==> config.mk <==
export PLATFORM = sky130hd
export DESIGN_NAME = dot_scan_controller
export DESIGN_NICKNAME = d
export VERILOG_FILES = /design/src/rtl/dot_scan_controller_pkg.sv /design/src/rtl/dot_scan_controller_scan_index_counter.sv /design/src/rtl/dot_scan_controller.sv
export SDC_FILE = /design/constraint.sdc
export NUM_CORES = 1
export LEC_CHECK = 0
export CAP_MARGIN = 5
export CORE_MARGIN = 2
export CORE_UTILIZATION = 38
export DETAILED_ROUTE_END_ITERATION = 6
export GPL_ROUTABILITY_DRIVEN = 1
export PLACE_DENSITY_LB_ADDON = 0.25
export SYNTH_ARGS = -nofsm -noshare
export SYNTH_HDL_FRONTEND = slang
export SYNTH_SLANG_ARGS = --single-unit
==> constraint.sdc <==
create_clock -name clock -period 2.2 [get_ports clock]
set_clock_uncertainty 0.1 [all_clocks]
set_input_delay 0.44 -clock clock [delete_from_list [all_inputs] [get_ports clock]]
set_output_delay 0.44 -clock clock [all_outputs]
set_load 0.05 [all_outputs]
==> src/rtl/dot_scan_controller_pkg.sv <==
// ----------------------------------------------------------------------------
// dot_scan_controller_pkg
// Shared definitions for the dot scan controller:
//   - scan_state_e      : FSM state encoding (IDLE, SETTLE, FIRE, STEP)
//   - DSC_DWELL_WIDTH_DEFAULT : default width of the dwell counter
//   - DSC_FRAME_COUNT_W : width of the completed-frame counter
//   - state_is_busy()   : true for every state except IDLE
// ----------------------------------------------------------------------------
package dot_scan_controller_pkg;

    typedef enum logic [1:0] {
        ST_IDLE   = 2'd0,
        ST_SETTLE = 2'd1,
        ST_FIRE   = 2'd2,
        ST_STEP   = 2'd3
    } scan_state_e;

    localparam int DSC_DWELL_WIDTH_DEFAULT = 16;
    localparam int DSC_FRAME_COUNT_W       = 16;

    function automatic logic state_is_busy(input scan_state_e s);
        return (s != ST_IDLE);
    endfunction

endpackage

==> src/rtl/dot_scan_controller_scan_index_counter.sv <==
// ----------------------------------------------------------------------------
// scan_index_counter
// Row-major row/column index counter for the dot table (column fastest).
// Ports:
//   clock, reset_n         : clock, asynchronous active-low reset
//   i_clear                : force row = col = 0 (wins over i_step)
//   i_step                 : advance one dot; col wraps to 0 after i_last_col,
//                            row increments on wrap until it reaches i_last_row
//   i_last_row, i_last_col : inclusive limits of the frame
//   o_row, o_col           : registered indices
//   o_last_dot             : current indices are the final dot of the frame
// ----------------------------------------------------------------------------
module scan_index_counter #(
    parameter int AW = 7
) (
    input  logic          clock,
    input  logic          reset_n,
    input  logic          i_clear,
    input  logic          i_step,
    input  logic [AW-1:0] i_last_row,
    input  logic [AW-1:0] i_last_col,
    output logic [AW-1:0] o_row,
    output logic [AW-1:0] o_col,
    output logic          o_last_dot
);

    localparam logic [AW-1:0] IDX_ZERO = {AW{1'b0}};
    localparam logic [AW-1:0] IDX_ONE  = {{(AW-1){1'b0}}, 1'b1};

    logic [AW-1:0] r_row;
    logic [AW-1:0] r_col;

    // Row/column index registers with clear and row-major stepping.
    always_ff @(posedge clock or negedge reset_n) begin
        if (!reset_n) begin
            r_row <= IDX_ZERO;
            r_col <= IDX_ZERO;
        end else if (i_clear) begin
            r_row <= IDX_ZERO;
            r_col <= IDX_ZERO;
        end else if (i_step) begin
            if (r_col < i_last_col) begin
                r_col <= r_col + IDX_ONE;
            end else begin
                r_col <= IDX_ZERO;
                if (r_row < i_last_row) begin
                    r_row <= r_row + IDX_ONE;
                end
            end
        end
    end

    assign o_row      = r_row;
    assign o_col      = r_col;
    assign o_last_dot = (r_row == i_last_row) && (r_col == i_last_col);

endmodule

==> src/rtl/dot_scan_controller.sv <==
// ----------------------------------------------------------------------------
// dot_scan_controller
// Walks a dot table row-major and drives an actuator for each enabled dot.
// Each dot takes SETTLE (1 cycle, table lookup) + FIRE (max(dwell,1) cycles)
// + STEP (1 cycle, advance pulse) = max(dwell,1)+2 cycles.
// Ports:
//   clock, reset_n           : clock, asynchronous active-low reset
//   start                    : scan request, honoured only in IDLE
//   stop                     : abort request, held pending until the next STEP
//   continuous               : restart the frame after its final dot
//   last_row, last_col       : inclusive frame limits (latched at start)
//   dwell_cycles             : motor-on cycles per dot, 0 behaves as 1
//   firing_bit, firing_data  : combinational dot-table outputs at row/col
//   row_select, col_select   : registered dot-table address
//   motor_out                : registered actuator drive (FIRE only)
//   advance                  : one-cycle pulse per dot (STEP)
//   busy, host_write_ok      : busy outside IDLE; host_write_ok = ~busy
//   frame_done               : one-cycle pulse on the STEP of the final dot
//   frame_count              : completed frames, wraps at 2^16
// ----------------------------------------------------------------------------
module dot_scan_controller
    import dot_scan_controller_pkg::*;
#(
    parameter int MEM_ADDRESS_LENGTH = 7,
    parameter int DWELL_WIDTH        = DSC_DWELL_WIDTH_DEFAULT
) (
    input  logic                          clock,
    input  logic                          reset_n,
    input  logic                          start,
    input  logic                          stop,
    input  logic                          continuous,
    input  logic [MEM_ADDRESS_LENGTH-1:0] last_row,
    input  logic [MEM_ADDRESS_LENGTH-1:0] last_col,
    input  logic [DWELL_WIDTH-1:0]        dwell_cycles,
    input  logic                          firing_bit,
    input  logic                          firing_data,
    output logic [MEM_ADDRESS_LENGTH-1:0] row_select,
    output logic [MEM_ADDRESS_LENGTH-1:0] col_select,
    output logic                          motor_out,
    output logic                          advance,
    output logic                          busy,
    output logic                          host_write_ok,
    output logic                          frame_done,
    output logic [DSC_FRAME_COUNT_W-1:0]  frame_count
);

    localparam logic [DWELL_WIDTH-1:0] DWELL_ZERO = {DWELL_WIDTH{1'b0}};
    localparam logic [DWELL_WIDTH-1:0] DWELL_ONE  = {{(DWELL_WIDTH-1){1'b0}}, 1'b1};
    localparam logic [MEM_ADDRESS_LENGTH-1:0] IDX_ZERO = {MEM_ADDRESS_LENGTH{1'b0}};
    localparam logic [DSC_FRAME_COUNT_W-1:0]  FC_ZERO  = {DSC_FRAME_COUNT_W{1'b0}};
    localparam logic [DSC_FRAME_COUNT_W-1:0]  FC_ONE   = {{(DSC_FRAME_COUNT_W-1){1'b0}}, 1'b1};

    scan_state_e r_state;
    scan_state_e w_next_state;

    logic [MEM_ADDRESS_LENGTH-1:0] r_last_row;
    logic [MEM_ADDRESS_LENGTH-1:0] r_last_col;
    logic [DWELL_WIDTH-1:0]        r_dwell;
    logic [DWELL_WIDTH-1:0]        r_dwell_cnt;
    logic                          r_fire_q;
    logic                          r_stop_pend;

    logic                          r_motor;
    logic                          r_advance;
    logic                          r_busy;
    logic                          r_host_write_ok;
    logic                          r_frame_done;
    logic [DSC_FRAME_COUNT_W-1:0]  r_frame_count;

    logic                          w_latch;
    logic                          w_idx_clear;
    logic                          w_idx_step;
    logic                          w_last_dot;
    logic                          w_stop_eff;
    logic                          w_enter_step;
    logic                          w_motor_next;
    logic [DWELL_WIDTH-1:0]        w_dwell_eff;
    logic [MEM_ADDRESS_LENGTH-1:0] w_row;
    logic [MEM_ADDRESS_LENGTH-1:0] w_col;

    // A stop raised in the very cycle of STEP still ends the scan there.
    assign w_stop_eff   = r_stop_pend | stop;
    assign w_dwell_eff  = (r_dwell == DWELL_ZERO) ? DWELL_ONE : r_dwell;
    assign w_enter_step = (w_next_state == ST_STEP);

    scan_index_counter #(
        .AW (MEM_ADDRESS_LENGTH)
    ) u_index (
        .clock      (clock),
        .reset_n    (reset_n),
        .i_clear    (w_idx_clear),
        .i_step     (w_idx_step),
        .i_last_row (r_last_row),
        .i_last_col (r_last_col),
        .o_row      (w_row),
        .o_col      (w_col),
        .o_last_dot (w_last_dot)
    );

    // FSM state register.
    always_ff @(posedge clock or negedge reset_n) begin
        if (!reset_n) begin
            r_state <= ST_IDLE;
        end else begin
            r_state <= w_next_state;
        end
    end

    // Next-state logic plus limit-latch and index-counter controls.
    always_comb begin
        w_next_state = r_state;
        w_latch      = 1'b0;
        w_idx_clear  = 1'b0;
        w_idx_step   = 1'b0;
        case (r_state)
            ST_IDLE: begin
                // stop beats start when both arrive together
                if (start && !stop) begin
                    w_next_state = ST_SETTLE;
                    w_latch      = 1'b1;
                    w_idx_clear  = 1'b1;
                end else begin
                    w_next_state = ST_IDLE;
                end
            end
            ST_SETTLE: begin
                w_next_state = ST_FIRE;
            end
            ST_FIRE: begin
                if (r_dwell_cnt <= DWELL_ONE) begin
                    w_next_state = ST_STEP;
                end else begin
                    w_next_state = ST_FIRE;
                end
            end
            ST_STEP: begin
                if (w_last_dot) begin
                    if (continuous && !w_stop_eff) begin
                        // continuous restart re-samples the limits
                        w_next_state = ST_SETTLE;
                        w_latch      = 1'b1;
                        w_idx_clear  = 1'b1;
                    end else begin
                        w_next_state = ST_IDLE;
                        w_idx_step   = 1'b1;
                    end
                end else begin
                    w_idx_step = 1'b1;
                    if (w_stop_eff) begin
                        w_next_state = ST_IDLE;
                    end else begin
                        w_next_state = ST_SETTLE;
                    end
                end
            end
            default: begin
                w_next_state = ST_IDLE;
            end
        endcase
    end

    // Motor drive for the next cycle: sample the table on leaving SETTLE,
    // hold it through FIRE, force low everywhere else.
    always_comb begin
        w_motor_next = 1'b0;
        if (w_next_state == ST_FIRE) begin
            if (r_state == ST_SETTLE) begin
                w_motor_next = firing_bit & firing_data;
            end else begin
                w_motor_next = r_fire_q;
            end
        end else begin
            w_motor_next = 1'b0;
        end
    end

    // Frame limits, fixed for the whole frame once latched.
    always_ff @(posedge clock or negedge reset_n) begin
        if (!reset_n) begin
            r_last_row <= IDX_ZERO;
            r_last_col <= IDX_ZERO;
            r_dwell    <= DWELL_ZERO;
        end else if (w_latch) begin
            r_last_row <= last_row;
            r_last_col <= last_col;
            r_dwell    <= dwell_cycles;
        end
    end

    // Per-dot dwell counter and sampled fire decision.
    always_ff @(posedge clock or negedge reset_n) begin
        if (!reset_n) begin
            r_dwell_cnt <= DWELL_ZERO;
            r_fire_q    <= 1'b0;
        end else if (r_state == ST_SETTLE) begin
            r_dwell_cnt <= w_dwell_eff;
            r_fire_q    <= firing_bit & firing_data;
        end else if (r_state == ST_FIRE) begin
            r_dwell_cnt <= r_dwell_cnt - DWELL_ONE;
        end
    end

    // Sticky stop request, dropped whenever the FSM lands in IDLE.
    always_ff @(posedge clock or negedge reset_n) begin
        if (!reset_n) begin
            r_stop_pend <= 1'b0;
        end else if (w_next_state == ST_IDLE) begin
            r_stop_pend <= 1'b0;
        end else begin
            r_stop_pend <= r_stop_pend | stop;
        end
    end

    // Registered outputs, computed from the next state so they line up with it.
    always_ff @(posedge clock or negedge reset_n) begin
        if (!reset_n) begin
            r_motor         <= 1'b0;
            r_advance       <= 1'b0;
            r_frame_done    <= 1'b0;
            r_busy          <= 1'b0;
            r_host_write_ok <= 1'b1;
            r_frame_count   <= FC_ZERO;
        end else begin
            r_motor         <= w_motor_next;
            r_advance       <= w_enter_step;
            r_frame_done    <= w_enter_step & w_last_dot;
            r_busy          <= state_is_busy(w_next_state);
            r_host_write_ok <= !state_is_busy(w_next_state);
            if (w_enter_step && w_last_dot) begin
                r_frame_count <= r_frame_count + FC_ONE;
            end
        end
    end

    assign row_select    = w_row;
    assign col_select    = w_col;
    assign motor_out     = r_motor;
    assign advance       = r_advance;
    assign frame_done    = r_frame_done;
    assign busy          = r_busy;
    assign host_write_ok = r_host_write_ok;
    assign frame_count   = r_frame_count;

endmodule

==> results of run 1 <==
-- Yosys cell counts (6+ instances only) --
cell type | number | area share
nand4_1 | 14 | 0.019
o2bb2ai_1 | 6 | 0.012
nor4_1 | 14 | 0.019
nor2_1 | 21 | 0.017
buf_2 | 7 | 0.0077
ha_1 | 24 | 0.066
nor3_1 | 15 | 0.017
dfrtp_1 | 84 | 0.46
a21oi_1 | 21 | 0.023
clkbuf_1 | 8 | 0.0066
a22o_1 | 6 | 0.012
or3_1 | 6 | 0.0083
o21ai_0 | 36 | 0.040
nand3_1 | 26 | 0.029
mux2_2 | 19 | 0.047
nand2_1 | 43 | 0.036
xor2_1 | 14 | 0.027
inv_1 | 26 | 0.022
-- flip-flops by register name (all words and copies together), names as in the netlist, 2 cells and up --
| signal | cells |
|---|---|
| frame_count | 16 |
| r_dwell | 16 |
| r_dwell_cnt | 16 |
| r_last_col | 7 |
| r_last_row | 7 |
| u_index.o_col | 7 |
| u_index.o_row | 7 |
| r_state | 2 |
-- per-stage QoR --
stage / instance area, µm² / hold WS, ns
final: 6840 / 0.370
after global routing: 6840 / 0.379
after CTS: 6630 / 0.375
after detailed placement: 6120 / 0.259
after global placement: 6120 / 0.251
after floorplan: 4870 / 0.0444
-- final timing paths --
path	start	endpoint	cells past startpoint
worst max-delay path	r_last_row[6]	u_index.o_row[3]	10
worst min-delay path	frame_count[15]	frame_count[15]	1
worst max register to register	r_last_row[6]	u_index.o_row[3]	10
worst min register to register	frame_count[15]	frame_count[15]	1
max in group asynchronous	reset_n	u_index.o_row[1]	3
min in group asynchronous	reset_n	r_last_col[6]	2
-- logic make-up after synthesis --
kind of cell             after synthesis  synth area share
AO/OA/AOI/OAI                         99             0.143
XOR/XNOR                              15            0.0290
adder cells (fa/ha/maj)               24            0.0663
buffers and inverters                 43            0.0401
flip-flops                            85             0.470
multiplexers                          20            0.0494
AND/OR/NAND/NOR                      166             0.203
-- power groups by stage --
stage / logic, mW / clock network, mW / registers, mW
floorplan: 1.84 / 0 / 2.71
global placement: 3.13 / 0 / 2.51
detailed placement: 3.23 / 0 / 2.54
CTS: 3.46 / 1.74 / 2.53
global route: 4.05 / 1.81 / 2.61
finish: 3.71 / 1.70 / 2.54
-- worst max-delay path, cell delays in order, from the launching register on --
cell	delay [ns]
dfrtp_1	0.38
inv_2	0.08
ha_4	0.21
buf_6	0.11
and3_4	0.17
a221oi_4	0.30
nand3_2	0.16
buf_6	0.17
buf_6	0.12
nor4_4	0.22
o21a_1	0.15
-- metal layers --
layer | share of wire | track usage | vias to the layer above
met4 | 0.027 | 0.0870 | 0
li1 | - | - | 1931
met3 | 0.039 | 0.0434 | 22
met2 | 0.51 | 0.329 | 105
met1 | 0.42 | 0.238 | 1993
met5 | 0 | 0 | -
-- layout make-up --
class	count	area, µm²	share of cell area
multi-input cells	324	2740	0.401
well taps	143	179	0.0262
inverters	26	97.6	0.0143
repair buffers	144	1340	0.196
flip-flops and latches	85	2150	0.314
clock buffers	11	253	0.0369
clock inverters	5	81.3	0.0119
-- repair_timing --
| action | in CTS | in global routing |
|---|---|---|
| setup endpoints to repair | 34 | 56 |
| gates cloned | 1 | 0 |
| buffers inserted | 6 | 5 |
| gates resized for setup | 28 | 41 |
| pin swaps | 12 | 14 |
| hold buffers | 1 | 0 |
| hold endpoints to repair | 17 | 0 |
==> flow_summary.toml, run 1 <==
[outcome]
status = "complete, but fails checks"
failed_checks = "DRC, setup timing"

[synth]
yosysWarnings = 0
synthCells = 452
netlist_area_um2 = 4530
syn_area_per_cell_um2 = 10.0
synthArstFlopShare = 1.00
netlist-cell-type-count = 56
yosysSeqAreaShare = 0.470
syn_nets = 513
synth_edf_count = 0
ys_seq_elements = 85
synth_ff_type = "dfrtp_1"

[final_layout]
drive_gt1_frac = 0.328
fin_util = 0.594
diodes = 0
fillers = 963
area_delta_synth_final_pct = 51.0
final_cell_count_no_fill = 738
final_cell_mix = "dfrtp_1 (69), buf_4 (66), clkdlybuf4s50_1 (48)"
nets = 651
final_common_cell = "dfrtp_1"

[power_and_ir_drop]
net-switching-power_mw = 3.06
intPower_mw = 4.90
max-vdd-ir-drop_mv = 0.552
p_per_area_nw_per_um2 = 1160
power.share.sequential = 0.319
switching_share = 0.384
leakage_nw = 3.17
fin_total_pwr_mw = 7.96
power_frac_comb = 0.466
clkPwrFrac = 0.214

[detailed_routing]
drc = 6
wirelength_um = 12200
drtIter0Drc = 340
via_per_inst = 5.49
vias = 4051
ant_nets = 0
first_pass_iters = 6
wire_per_inst_um = 16.5

[flow_run]
cap_viol_max_count = 0

[sta]
period_share = 1.02
hold_viol = 0
final-setup-viol-count = 2
setup_tns_ns = -0.0364
slew_headroom = 0.652
finalMaxSlewViolations = 0
worstMarginPinSlew_ns = 0.521
max_freq_ghz = 0.447
rsz0062_at_grt = "true"
fin_ws_ns = -0.0352
min_period_ns = 2.24

[global_routing]
grt_use_total = 0.194
grt_max_degree = 47
grt_overflow = 0
grt_antenna_before_repair = 0
grt_pass1_vias = 4063
grt_pass1_wl_um = 19600

[clock_tree]
numClockSinks = 85
clk_latency_ns = 0.35
clock-root-buffer = "clkbuf_16"
cts_buffers = 9
h-tree-depth = 3
path_clk_slew_ns = 0.07
cts_buffer_depth = 2
cts_tree = "built"

[placed_design]
preCtsSetupSlack_ns = -0.175
hpwl_um = 8470
port-buffer-count = 71
gp_congestion = 0.848
dp_cells = 709

[floorplan]
io_pins = 72
rows = 39
dieHeight_um = 113
start_util = 0.393
core-area_um2 = 11500
die-area_um2 = 12800
die_x_um = 113

[hold_path]
hp-class = "reg -> reg"

[worst_setup_path]
cp_max_fo = 5
crit_type = "reg -> reg"
cp.arrival_ns = 2.42
required_ns = 2.39
worstSetupStartpointType = "flop"
crit_path_end_kind = "flop"
reg2reg_slack_ns = -0.04
No activity file was read; power rests on OpenSTA's default activity.
==> run 2, diff against run 1 <==
--- a/config.mk
+++ b/config.mk
@@ -11,6 +11,7 @@
 export DETAILED_ROUTE_END_ITERATION = 6
 export GPL_ROUTABILITY_DRIVEN = 1
 export PLACE_DENSITY_LB_ADDON = 0.25
+export REMOVE_ABC_BUFFERS = 1
 export SYNTH_ARGS = -nofsm -noshare
 export SYNTH_HDL_FRONTEND = slang
 export SYNTH_SLANG_ARGS = --single-unit
==> constraint.sdc (replaced) <==
create_clock -name clock -period 1.8 [get_ports clock]
set_clock_uncertainty 0.1 [all_clocks]
set_input_delay 0.36 -clock clock [delete_from_list [all_inputs] [get_ports clock]]
set_output_delay 0.36 -clock clock [all_outputs]
set_load 0.05 [all_outputs]
==> flow_summary.toml, run 2 (synthesis results as in run 1) <==
[final_layout]
final_common_cell = "buf_4"
area_delta_synth_final_pct = 73.8
final_cell_count_no_fill = 789
final_cell_mix = "buf_4 (101), dfrtp_1 (84), clkdlybuf4s50_1 (35)"
drive_gt1_frac = 0.486
nets = 703
diodes = 0

[outcome]
failed_checks = "DRC, setup timing"
status = "complete, but fails checks"

[placed_design]
hpwl_um = 8490
port-buffer-count = 71
preCtsSetupSlack_ns = -0.600
gp_congestion = 0.827
dp_cells = 742

[worst_setup_path]
cp.arrival_ns = 2.32
crit_family = "simple AND/OR/NAND/NOR gates"
crit_type = "reg -> reg"
crit_start = "u_index.o_col[0]"
path_cells = "inv_2 > ha_4 > nand4_1 > nor4_4 > buf_4 > a21o_4 > clkbuf_16 > mux2_4"
crit_path_end_kind = "flop"
cp_max_fo = 5
cp_num_cells = 8
required_ns = 1.93
worst-path-buf-inv = 3
max_stage_delay_ns = 0.39
r2r_start = "u_index.o_col[0]"
reg2reg_slack_ns = -0.39
worstSetupStartpointType = "flop"
crit_end = "r_dwell[0]"
reg2regPathDepth = 8
timing.rr.end = "r_dwell[0]"
crit_slowest_cell = "dfrtp_1"

[power_and_ir_drop]
power_frac_comb = 0.560
clkPwrFrac = 0.160
leakage_nw = 3.53
fin_total_pwr_mw = 10.9
net-switching-power_mw = 4.27
switching_share = 0.393
p_per_area_nw_per_um2 = 1380
intPower_mw = 6.58
max-vdd-ir-drop_mv = 0.826
power.share.sequential = 0.280

[clock_tree]
clock-root-buffer = "clkbuf_16"
clk_latency_ns = 0.34
path_clk_slew_ns = 0.06
cts_buffer_depth = 2
h-tree-depth = 3
cts_tree = "built"
cts_buffers = 9
numClockSinks = 85

[floorplan]
die_x_um = 113
dieHeight_um = 113
rows = 39
start_util = 0.393
die-area_um2 = 12800
io_pins = 72
core-area_um2 = 11500

[global_routing]
grt_max_degree = 41
grt_pass1_vias = 4305
grt_pass1_wl_um = 20600
grt_use_total = 0.200
grt_overflow = 0
grt_antenna_before_repair = 0

[hold_path]
hp-class = "reg -> reg"
hold_depth = 1

[flow_run]
cap_viol_max_count = 0

[sta]
min_period_ns = 2.19
slew_headroom = 0.700
timing.hold.ws_ns = 0.399
finalMaxSlewViolations = 0
rsz0062_at_grt = "true"
fin_ws_ns = -0.387
max_freq_ghz = 0.457
setup_tns_ns = -18.84
final-setup-viol-count = 67
period_share = 1.21
hold_viol = 0
worstMarginPinSlew_ns = 0.446

[detailed_routing]
wire_per_inst_um = 17.7
drtIter0Drc = 182
first_pass_iters = 6
wirelength_um = 14000
drc = 5
via_per_inst = 5.50
vias = 4341
ant_nets = 0
==> run 2: cell types whose count changed in the layout (fill, tap and decap cells not counted), sizes merged, moves of 2 or more <==
cell,before,now
clkbuf,11,14
bufinv,2,0
dlygate4sd2,10,0
clkdlybuf4s50,48,35
buf,77,157
dlymetal6s2s,8,0
==> run 2: worst min-delay path by stage <==
| stage | startpoint | end | slack [ns] |
|---|---|---|---|
| after floorplan | reset_n | advance | -0.04 |
| after global placement | reset_n | u_index.o_col[2] | 0.23 |
| after detailed placement | reset_n | u_index.o_col[1] | 0.23 |
| after CTS | frame_count[15] | frame_count[15] | 0.40 |
| after global routing | reset_n | u_index.o_col[1] | 0.43 |
| final | frame_count[15] | frame_count[15] | 0.40 |
==> run 2: through the flow <==
stage	area (µm²)	utilization
after global placement	6280	0.545
after floorplan	4450	-
after global routing	7870	0.684
after detailed placement	6280	0.545
final	7870	0.684
after CTS	7090	0.616
==> run 2: worst reg2reg max path: stages (launching register included) <==
cell and delay [ns]:
dfrtp_1 0.39, inv_2 0.06, ha_4 0.26, nand4_1 0.14, nor4_4 0.28, buf_4 0.16
a21o_4 0.19, clkbuf_16 0.19, mux2_4 0.30
==> run 2: metal layers <==
metal | up-vias | part of all wire | routed length [µm] | track usage
li1 | 2032 | - | - | -
met1 | 2179 | 0.42 | 5910 | 0.249
met2 | 111 | 0.52 | 7220 | 0.344
met3 | 19 | 0.046 | 646 | 0.0487
met4 | 0 | 0.015 | 214 | 0.0610
met5 | - | 0 | 0 | 0
==> run 2: cell type report <==
cell class	count	area (µm²)
multi-input combinational	324	3110
fill	813	3640
clock inverter	4	25.0
inverter	26	97.6
sequential	85	2130
timing repair buffer	196	2090
tap	143	179
clock buffer	11	243
==> run 2: timing repair <==
item	CTS	global route
pin swaps	45	48
setup endpoints to repair	73	78
hold endpoints to repair	28	0
hold buffers	1	0
resized for setup	94	134
gates cloned	1	3
setup buffers	11	21
==> run 2: power by group through the flow <==
stage          Clock [mW]  Combinational (mW)  Sequential [mW]
6_report             1.73                6.08             3.04
5_1_grt              1.83                6.52             3.11
4_1_cts              1.76                4.96             2.99
3_5_place_dp            0                4.36             3.01
3_3_place_gp            0                4.24             2.97
2_1_floorplan           0                1.94             3.29
==> run 3, diff against run 2 <==
--- a/config.mk
+++ b/config.mk
@@ -6,8 +6,9 @@
 export NUM_CORES = 1
 export LEC_CHECK = 0
 export CAP_MARGIN = 5
+export CORE_ASPECT_RATIO = 1.75
 export CORE_MARGIN = 2
-export CORE_UTILIZATION = 38
+export CORE_UTILIZATION = 54
 export DETAILED_ROUTE_END_ITERATION = 6
 export GPL_ROUTABILITY_DRIVEN = 1
 export PLACE_DENSITY_LB_ADDON = 0.25
==> constraint.sdc (replaced) <==
create_clock -name clock -period 2.5 [get_ports clock]
set_clock_uncertainty 0.1 [all_clocks]
set_input_delay 0.5 -clock clock [delete_from_list [all_inputs] [get_ports clock]]
set_output_delay 0.5 -clock clock [all_outputs]
set_load 0.05 [all_outputs]
==> flow_summary.toml, run 3 (synthesis results as in run 1) <==
[detailed_routing]
wire_per_inst_um = 16.9
drc = 0
vias = 3826
drtIter0Drc = 234
wirelength_um = 10900
ant_nets = 0
via_per_inst = 5.96
first_pass_iters = 5

[final_layout]
multi_input_area_um2 = 2240
seq_area_um2 = 2130
nets = 606
diodes = 0
fin_area_um2 = 5780
final_common_cell = "dfrtp_1"
final_cell_count_no_fill = 642
area_delta_synth_final_pct = 27.6
fillers = 607
final_cell_mix = "dfrtp_1 (84), clkdlybuf4s50_1 (70), nand2_1 (43)"
drive_gt1_frac = 0.135

[clock_tree]
cts_buffers = 9
cts_buffer_depth = 2
path_clk_slew_ns = 0.06
numClockSinks = 85
h-tree-depth = 3
clk_latency_ns = 0.34
cts_tree = "built"
clock-root-buffer = "clkbuf_16"

[floorplan]
dieHeight_um = 125
rows = 44
die_x_um = 73.2
io_pins = 72
start_util = 0.552
core-area_um2 = 8200
die-area_um2 = 9170

[placed_design]
gp_congestion = 0.863
port-buffer-count = 71
dp_cells = 624
hpwl_um = 7760
place_area_um2 = 5490

[power_and_ir_drop]
leakage_nw = 2.55
net-switching-power_mw = 2.34
power_frac_comb = 0.421
power.share.sequential = 0.375
max-vdd-ir-drop_mv = 0.685
intPower_mw = 3.52
switching_share = 0.399
fin_total_pwr_mw = 5.86
p_per_area_nw_per_um2 = 1010
clkPwrFrac = 0.204

[worst_setup_path]
reg2regPathDepth = 6
worstSetupStartpointType = "flop"
required_ns = 2.63
cp_max_fo = 8
reg2reg_slack_ns = 0.12
crit_type = "reg -> reg"
timing.rr.end = "r_last_col[0]"
r2r_start = "u_index.o_col[2]"
cp.arrival_ns = 2.51
crit_path_end_kind = "flop"

[sta]
slew_headroom = 0.494
setup_tns_ns = 0
min_period_ns = 2.38
worstMarginPinSlew_ns = 0.759
hold_viol = 0
timing.hold.ws_ns = 0.0542
finalMaxSlewViolations = 0
max_freq_ghz = 0.420
period_share = 0.952
rsz0062_at_grt = "false"
final-setup-viol-count = 0

[global_routing]
grt_pass1_wl_um = 17500
grt_max_degree = 86
grt_antenna_before_repair = 0
grt_overflow = 0
grt_pass1_vias = 3753
grt_use_total = 0.244

[hold_path]
hp-class = "in -> async"

[flow_run]
cap_viol_max_count = 0

[outcome]
status = "complete, no violations"
==> run 3: timing repair <==
action                                  CTS  global route
gates resized for setup                   1             2
hold buffers                              0             0
endpoints found under the setup margin    1            34
buffers inserted                          0             2
pin swaps                                 0             1
==> run 3: stage by stage <==
| stage | utilization | worst slack, ns |
|---|---|---|
| global route | 0.705 | 0.0191 |
| CTS | 0.701 | 0.0223 |
| floorplan | - | -0.538 |
| finish | 0.705 | 0.121 |
| global placement | 0.669 | -0.185 |
| detailed placement | 0.669 | -0.266 |
==> run 3: layout make-up <==
cell class,instances,area share
Multi-Input combinational cell,324,0.387
Sequential cell,85,0.368
Timing Repair Buffer,99,0.163
Clock buffer,14,0.0422
Tap cell,92,0.0199
Inverter,26,0.0169
Clock inverter,2,0.00216
==> run 3: worst max path at each step <==
| stage | end | start |
|---|---|---|
| 5_1_grt | u_index.o_row[4] | u_index.o_row[5] |
| 2_1_floorplan | r_dwell[0] | u_index.o_row[0] |
| 3_5_place_dp | frame_count[1] | stop |
| 6_report | r_last_col[0] | u_index.o_col[2] |
| 4_1_cts | frame_count[1] | u_index.o_col[6] |
| 3_3_place_gp | frame_count[1] | stop |
==> run 3: power groups by stage <==
stage,logic [mW],registers (mW),clock network (mW)
finish,2.46,2.20,1.19
global route,2.71,2.25,1.27
CTS,2.45,2.19,1.21
detailed placement,2.43,2.21,0
global placement,2.35,2.19,0
floorplan,1.40,2.37,0
==> run 3: per-layer routing <==
metal,track usage,share of wire,up-vias
li1,-,-,1845
met1,0.271,0.38,1855
met2,0.435,0.55,101
met3,0.0483,0.038,25
met4,0.108,0.032,0
met5,0,0,-
==> run 3: critical path: stages (launching register included) <==
cell     delay (ns)
dfrtp_1        0.39
ha_1           0.36
nand4_1        0.19
nor4_4         0.07
buf_4          0.16
a21oi_1        0.59
mux2_2         0.41
